[config.mk]
export PLATFORM = sky130hd
export DESIGN_NAME = instruction_fetch_unit
export DESIGN_NICKNAME = d
export VERILOG_FILES = /design/src/rtl/instruction_fetch_unit.sv
export SDC_FILE = /design/constraint.sdc
export NUM_CORES = 1
export LEC_CHECK = 0
export BUFFER_PORTS_ARGS = -buffer_cell sky130_fd_sc_hd__buf_2
export CORE_ASPECT_RATIO = 0.6
export CORE_UTILIZATION = 45
export DETAILED_ROUTE_END_ITERATION = 10
export PLACE_DENSITY = 0.73
export SKIP_CTS_REPAIR_TIMING = 1
export SYNTH_ARGS = -nofsm -noshare
export SYNTH_HDL_FRONTEND = slang
export SYNTH_SLANG_ARGS = --single-unit
[constraint.sdc]
create_clock -name CLK -period 3.31 [get_ports CLK]
set_input_delay 0 -clock CLK [delete_from_list [all_inputs] [get_ports CLK]]
set_output_delay 0 -clock CLK [all_outputs]
set_load 0.01 [all_outputs]
[src/rtl/instruction_fetch_unit.sv]
// instruction_fetch_unit
//
// Fetch stage of the 5-stage RV32I pipeline. This block owns the program
// counter and drives the instruction-memory read handshake. It passes PC+4,
// the fetched instruction and a combined stall to the IF/ID register.
//
// Taken branches/jumps from EX redirect the PC. If a redirect arrives while a
// memory access is still in flight, the access is allowed to finish in the
// FLUSH state and its data is thrown away. Wrong-path words are replaced with
// NOP (addi x0,x0,0).
//
// Ports:
//   CLK             clock, all state updates on posedge
//   RESET           asynchronous active-high reset
//   BRANCH_TAKEN    redirect request from EX (one cycle)
//   BRANCH_TARGET   redirect address, bits [1:0] forced to 00
//   HAZARD_STALL    load-use stall, freezes the PC
//   IMEM_BUSY_WAIT  instruction memory access in progress
//   IMEM_READDATA   instruction word from memory
//   IMEM_READ       read request (1 whenever out of reset)
//   IMEM_ADDRESS    fetch address (= PC)
//   PC_INCREMENT4   PC+4 to IF/ID
//   INSTRUCTION     instruction to IF/ID (NOP when squashed)
//   BUSY_WAIT       stall to IF/ID (register holds when 1)
//   STALL_COUNT     stall-cycle counter, present only when the macro
//                   IFU_PERF_COUNT_EN is defined
module instruction_fetch_unit (
  input  logic        CLK,
  input  logic        RESET,
  input  logic        BRANCH_TAKEN,
  input  logic [31:0] BRANCH_TARGET,
  input  logic        HAZARD_STALL,
  input  logic        IMEM_BUSY_WAIT,
  input  logic [31:0] IMEM_READDATA,
  output logic        IMEM_READ,
  output logic [31:0] IMEM_ADDRESS,
  output logic [31:0] PC_INCREMENT4,
  output logic [31:0] INSTRUCTION,
  output logic        BUSY_WAIT
`ifdef IFU_PERF_COUNT_EN
  ,
  output logic [31:0] STALL_COUNT
`endif
);

  localparam logic [31:0] NOP = 32'h0000_0013;

  typedef enum logic {
    RUN,
    FLUSH
  } fetch_state_t;

  fetch_state_t state;
  fetch_state_t next_state;
  logic [31:0]  pc;
  logic [31:0]  next_pc;
  logic [31:0]  redirect_pc;
  logic [31:0]  next_redirect_pc;
  logic [31:0]  target;

  // Masking all bits, rather than slicing, keeps every target bit in use.
  assign target = BRANCH_TARGET & 32'hFFFF_FFFC;

  always_ff @(posedge CLK or posedge RESET) begin
    if (RESET) begin
      state       <= RUN;
      pc          <= '0;
      redirect_pc <= '0;
    end else begin
      state       <= next_state;
      pc          <= next_pc;
      redirect_pc <= next_redirect_pc;
    end
  end

  // In RUN, a branch that arrives during a busy access is parked in
  // redirect_pc because the in-flight access must complete first. In FLUSH,
  // a newer branch replaces the parked target, so the youngest redirect wins.
  // A branch that coincides with the access completing is used directly.
  always_comb begin
    next_state       = state;
    next_pc          = pc;
    next_redirect_pc = redirect_pc;
    case (state)
      RUN: begin
        if (BRANCH_TAKEN) begin
          if (IMEM_BUSY_WAIT) begin
            next_redirect_pc = target;
            next_state       = FLUSH;
          end else begin
            next_pc = target;
          end
        end else if (!IMEM_BUSY_WAIT && !HAZARD_STALL) begin
          next_pc = pc + 32'd4;
        end
      end
      FLUSH: begin
        if (IMEM_BUSY_WAIT) begin
          if (BRANCH_TAKEN) begin
            next_redirect_pc = target;
          end
        end else begin
          next_pc    = BRANCH_TAKEN ? target : redirect_pc;
          next_state = RUN;
        end
      end
      default: next_state = RUN;
    endcase
  end

  // The PC is cleared asynchronously, so the address and PC+4 outputs reach
  // their reset values (0 and 4) without any extra gating.
  always_comb begin
    IMEM_READ     = !RESET;
    IMEM_ADDRESS  = pc;
    PC_INCREMENT4 = pc + 32'd4;
    INSTRUCTION   = NOP;
    BUSY_WAIT     = 1'b0;
    if (!RESET) begin
      BUSY_WAIT = IMEM_BUSY_WAIT | HAZARD_STALL | (state == FLUSH);
      if (state == RUN && !BRANCH_TAKEN) begin
        INSTRUCTION = IMEM_READDATA;
      end
    end
  end

`ifdef IFU_PERF_COUNT_EN
  // The counter saturates so that long runs never wrap back to small values.
  always_ff @(posedge CLK or posedge RESET) begin
    if (RESET) begin
      STALL_COUNT <= '0;
    end else if (BUSY_WAIT && STALL_COUNT != 32'hFFFF_FFFF) begin
      STALL_COUNT <= STALL_COUNT + 32'd1;
    end
  end
`endif

endmodule
# After elaboration in Yosys (flattened, before gate mapping)
# Index checks and enable logic that the tools add are counted.
# classes
n_addsub	1
eq_ne	6
muxes	16
bitwise	3
reduce_logical	8
# op_table
operator	n
32-bit 2-to-1 mux	10
32-bit one-hot mux with 2 select lines	2
32-bit by 3-bit adder with 32-bit output, second input constant	1
2-bit inequality test, second input constant	4
3-bit inequality test, second input constant	2
3-bit AND reduction	2
1-bit logical NOT	4
1-bit 2-to-1 mux	3
1-bit logical AND	2
1-bit bitwise OR	2
1-bit one-hot mux with 2 select lines	1
1-bit NOT	1
# word_totals
reg_bits	65
inputBits	69
out_inout_bits	98
elab_cells	37

# Longest topological paths before layout
# logic_depth
depth_word	5
depth_mapped	8
ltp_nobuf	5

# Least setup slack after synthesis
# No wires, ideal clock.
# synth_timing
kind	input-to-output
start	input RESET
end	output INSTRUCTION[22]
t_arrival_ps	2650
required_time_ps	3310
slack_ps	660
path_stages	3
n_path_buf	1
path_cell_list	inv_1 -> clkbuf_1 -> and3_1
# synth_via
elab_chain_cells	1
# synth_lines
element	line	source
from (decl)	29	input logic RESET,
32-bit 2-to-1 mux	119	if (!RESET) begin
to (decl)	38	output logic [31:0] INSTRUCTION,
# Every way passes these cells.

# Worst setup path in the final report
# layout_timing
start	register pc[2] (netlist: IMEM_ADDRESS[2])
end	output PC_INCREMENT4[30]
# layout_via
elab_chain_cells	1
# layout_lines
element	line	source
from (decl)	55	logic [31:0] pc;
from (signal assigned)	71	pc <= next_pc;
32-bit by 3-bit adder with 32-bit output	116	PC_INCREMENT4 = pc + 32'd4;
to (decl)	37	output logic [31:0] PC_INCREMENT4,
# Every way passes these cells.

==> flow_summary.yaml <==
pwr:
  p_sw_uw: 957
  vdd_drop_max_mv: 0.293
  leakage_nw: 2.72
  pwr-share-comb_pct: 27.5
  clkPwrFrac_pct: 34.3
  pwr_density_cell_nw_per_um2: 509
  power_mw: 2.90
  internal_power_mw: 1.94
  seq_power_share_pct: 38.2
  swShare_pct: 33.0
critical_path:
  endpoint: "PC_INCREMENT4[30]"
  critical_path_class: "register to primary output"
  start_kind: "register"
  crit_start: "IMEM_ADDRESS[2]"
  critical_path.most_common_cell: "nand3_1"
  cp_cell_sequence: "ha_1 > nand3_1 > buf_4 > nor4_1 > nand3_1 > xnor2_1 > buf_2"
  r2r-end: "IMEM_ADDRESS[30]"
  cp_max_fo: 9
  reg2reg_from: "IMEM_ADDRESS[2]"
  crit_arrival_ns: 2.67
  r2r_slack_ns: 0.88
  cp_slowest_cell: "nor4_1"
  required_ns: 3.31
  reg2reg_depth: 6
  worst_path_largest_cell_delay_ns: 0.77
  critPathCaptureType: "primary output"
clocking:
  tritoncts: "yes"
  cts_sinks: 65
  clk_root_buffer_cell: "clkbuf_16"
  htree_levels: 3
  clk_latency_ns: 0.34
  cts.clk_slew.worst_paths_ns: 0.05
  clk_path_buf_depth: 2
  cts_buffers: 9
synth:
  syn-cell-area_um2: 4220
  synthTopCellsByArea: "dfrtp_1 39%, mux2_2 8.0%, and3_1 5.2%"
  ys.flop_type: "dfrtp_1"
  synth_warnings: 0
  syn_nets: 533
  synth_top_area_share_pct: 38.6
  avgSynthCellArea_um2: 9.11
  syn_inst: 463
  synthDistinctLibCells: 57
  async_flop_share_pct: 100
  synth_edf_count: 0
  yosys.area.top_type: "dfrtp_1"
  ys_ff_latch: 65
  yosysSeqAreaShare_pct: 38.6
grt:
  grt_overflow: 0
  grt_max_degree: 59
  grt_pass1_vias: 3972
  grt_use_total_pct: 28.2
  grt_pass1_wl_mm: 21.1
  antenna_found_initial: 0
timing:
  rsz0062_at_grt: "false"
  fin_crit_sh_pct: 80.7
  finalSetupViolCount: 0
  fin_crit_ns: 2.67
  finalSetupTns_ns: 0
  timing.slew.headroom_pct: 38.9
  hold_violations: 0
  fmax_mhz: 374
  tightest_slew_ns: 0.917
  fin_worst_skew_ns: 0.00327
  drv_slew: 0
final_layout:
  post-route-util_pct: 64.9
  drive_gt1_share_pct: 35.9
  multi_input_area_um2: 2380
  num-fill-cells: 752
  insertedDiodeCount: 0
  regArea_um2: 1630
  areaGrowthSynthToFinish_pct: 35.0
  nNetsFinal: 705
worst_hold_path:
  hold_path_class: "input pin to register"
floorplan:
  start_util_pct: 48.0
  die_h_um: 77
  fp.dieW_um: 127
  die-area_um2: 9780
  rows: 26
  io_pins: 167
  fp.coreArea_um2: 8780
drt:
  avgViaCountPerCell: 5.93
  drt-wirelength-per-cell_um: 18.4
  first_pass_iters: 5
  route.final.wire_length_mm: 13.9
  postRouteAntennaNets: 0
  num_vias: 4460
  drtIter0Drc: 392
  route.detailed.drc: 0
placement:
  gp_congestion: 0.854
  dp_hpwl_mm: 9.63
  portBuffers: 164
job:
  drv_cap: 0
run_status:
  status: "finished, final reports clean"
synth_stat cells (all sizes together), types with 2 or more instances:
library cell	count
dfrtp	65
and3	36
nand2	32
clkbuf	31
mux2	30
nor2	30
nand3	18
o21ai	18
nand4	14
buf	13
mux2i	13
xnor2	13
xor2	13
a21oi	12
a22o	12
nor3	12
nor4	10
o211ai	10
inv	9
o2bb2ai	8
or3	8
a222oi	5
and2	5
or4	5
o22ai	4
a31oi	3
and4	3
o311ai	3
or2	3
a221oi	2
a311o	2
nor3b	2
o21a	2
o41ai	2
or4b	2
power by group through the flow:
stage | registers, mW | logic (mW) | clock network (mW)
after floorplan | 1.08 | 0.471 | 0
after global placement | 1.10 | 0.748 | 0
after detailed placement | 1.11 | 0.766 | 0
after CTS | 1.10 | 0.768 | 1.00
after global routing | 1.13 | 0.868 | 1.04
final | 1.11 | 0.796 | 0.993
per-layer routing:
| layer | vias up | GRT usage (%) | wire length [µm] |
|---|---|---|---|
| met3 | 20 | 8.44 | 1320 |
| li1 | 2065 | - | - |
| met2 | 231 | 41.5 | 6180 |
| met1 | 2144 | 40.0 | 6180 |
| met5 | - | 0 | 0 |
| met4 | 0 | 7.86 | 177 |
final cells by class:
type	instances	share of cell area, %
clock inverter	2	0.615
multi-input combinational	344	41.7
timing repair buffer	205	21.2
sequential	65	28.6
inverter	10	0.681
clock buffer	14	4.81
tap	112	2.46
worst max-delay path, delay by kind of cell, from the launching register on:
kind | cells | cell delay (ns)
adders and majority gates | 1 | 0.23
DFF | 1 | 0.43
buffers and inverters | 2 | 0.34
and+or+nand+nor | 3 | 1.12
xor gates and xnor gates | 1 | 0.20
metrics by stage:
stage	std cells	cell area [µm²]	setup slack, ns	hold slack (ns)
final	752	5700	0.639	0.124
after detailed placement	705	5080	0.954	0.181
after floorplan	463	4220	0.566	0.0475
after global routing	752	5700	0.474	0.154
after CTS	721	5390	0.698	-0.176
after global placement	705	5080	1.07	0.167
cell usage in the layout, fill, tap and decap left out, drive strengths merged, types with 3 or more instances in the layout:
cell type | synthesis | final
nand3 | 18 | 18
xor2 | 13 | 13
nor3 | 12 | 12
a22o | 12 | 12
mux2i | 13 | 13
or4 | 5 | 5
dlygate4sd3 | 0 | 31
and2 | 5 | 5
nor2 | 30 | 30
a222oi | 5 | 5
xnor2 | 13 | 13
or2 | 3 | 3
clkinv | 1 | 3
clkbuf | 31 | 14
nor4 | 10 | 10
o22ai | 4 | 4
buf | 13 | 174
inv | 9 | 8
a31oi | 3 | 3
o311ai | 3 | 3
or3 | 8 | 8
dfrtp | 65 | 65
nand4 | 14 | 14
a21oi | 12 | 12
and4 | 3 | 3
o211ai | 10 | 10
and3 | 36 | 36
o21ai | 18 | 18
mux2 | 30 | 30
o2bb2ai | 8 | 8
nand2 | 32 | 32
sequential cells by signal, indices dropped and copies added (netlist names):
name	count
IMEM_ADDRESS	32
redirect_pc	32
state	1
logic make-up (layout without fill, tap and decap cells):
kind of cell,count (synthesis),after routing,share of synthesized area (%)
xor+xnor,26,26,5.40
buf+inv,54,231,5.28
fa+ha+maj,1,1,0.297
compound gates,90,90,15.4
simple gates,184,184,24.0
flops,65,65,38.6
mux,43,43,11.1
worst min path at each step:
stage	slack (ns)	endpoint	startpoint	cells after the start
after floorplan	0.05	BUSY_WAIT	RESET	1
after global placement	0.17	state	RESET	2
after detailed placement	0.18	state	RESET	2
after CTS	-0.18	state	RESET	2
after global routing	0.15	state	IMEM_BUSY_WAIT	2
final	0.12	IMEM_ADDRESS[1]	IMEM_BUSY_WAIT	3
No activity file was read; power rests on OpenSTA's default activity.
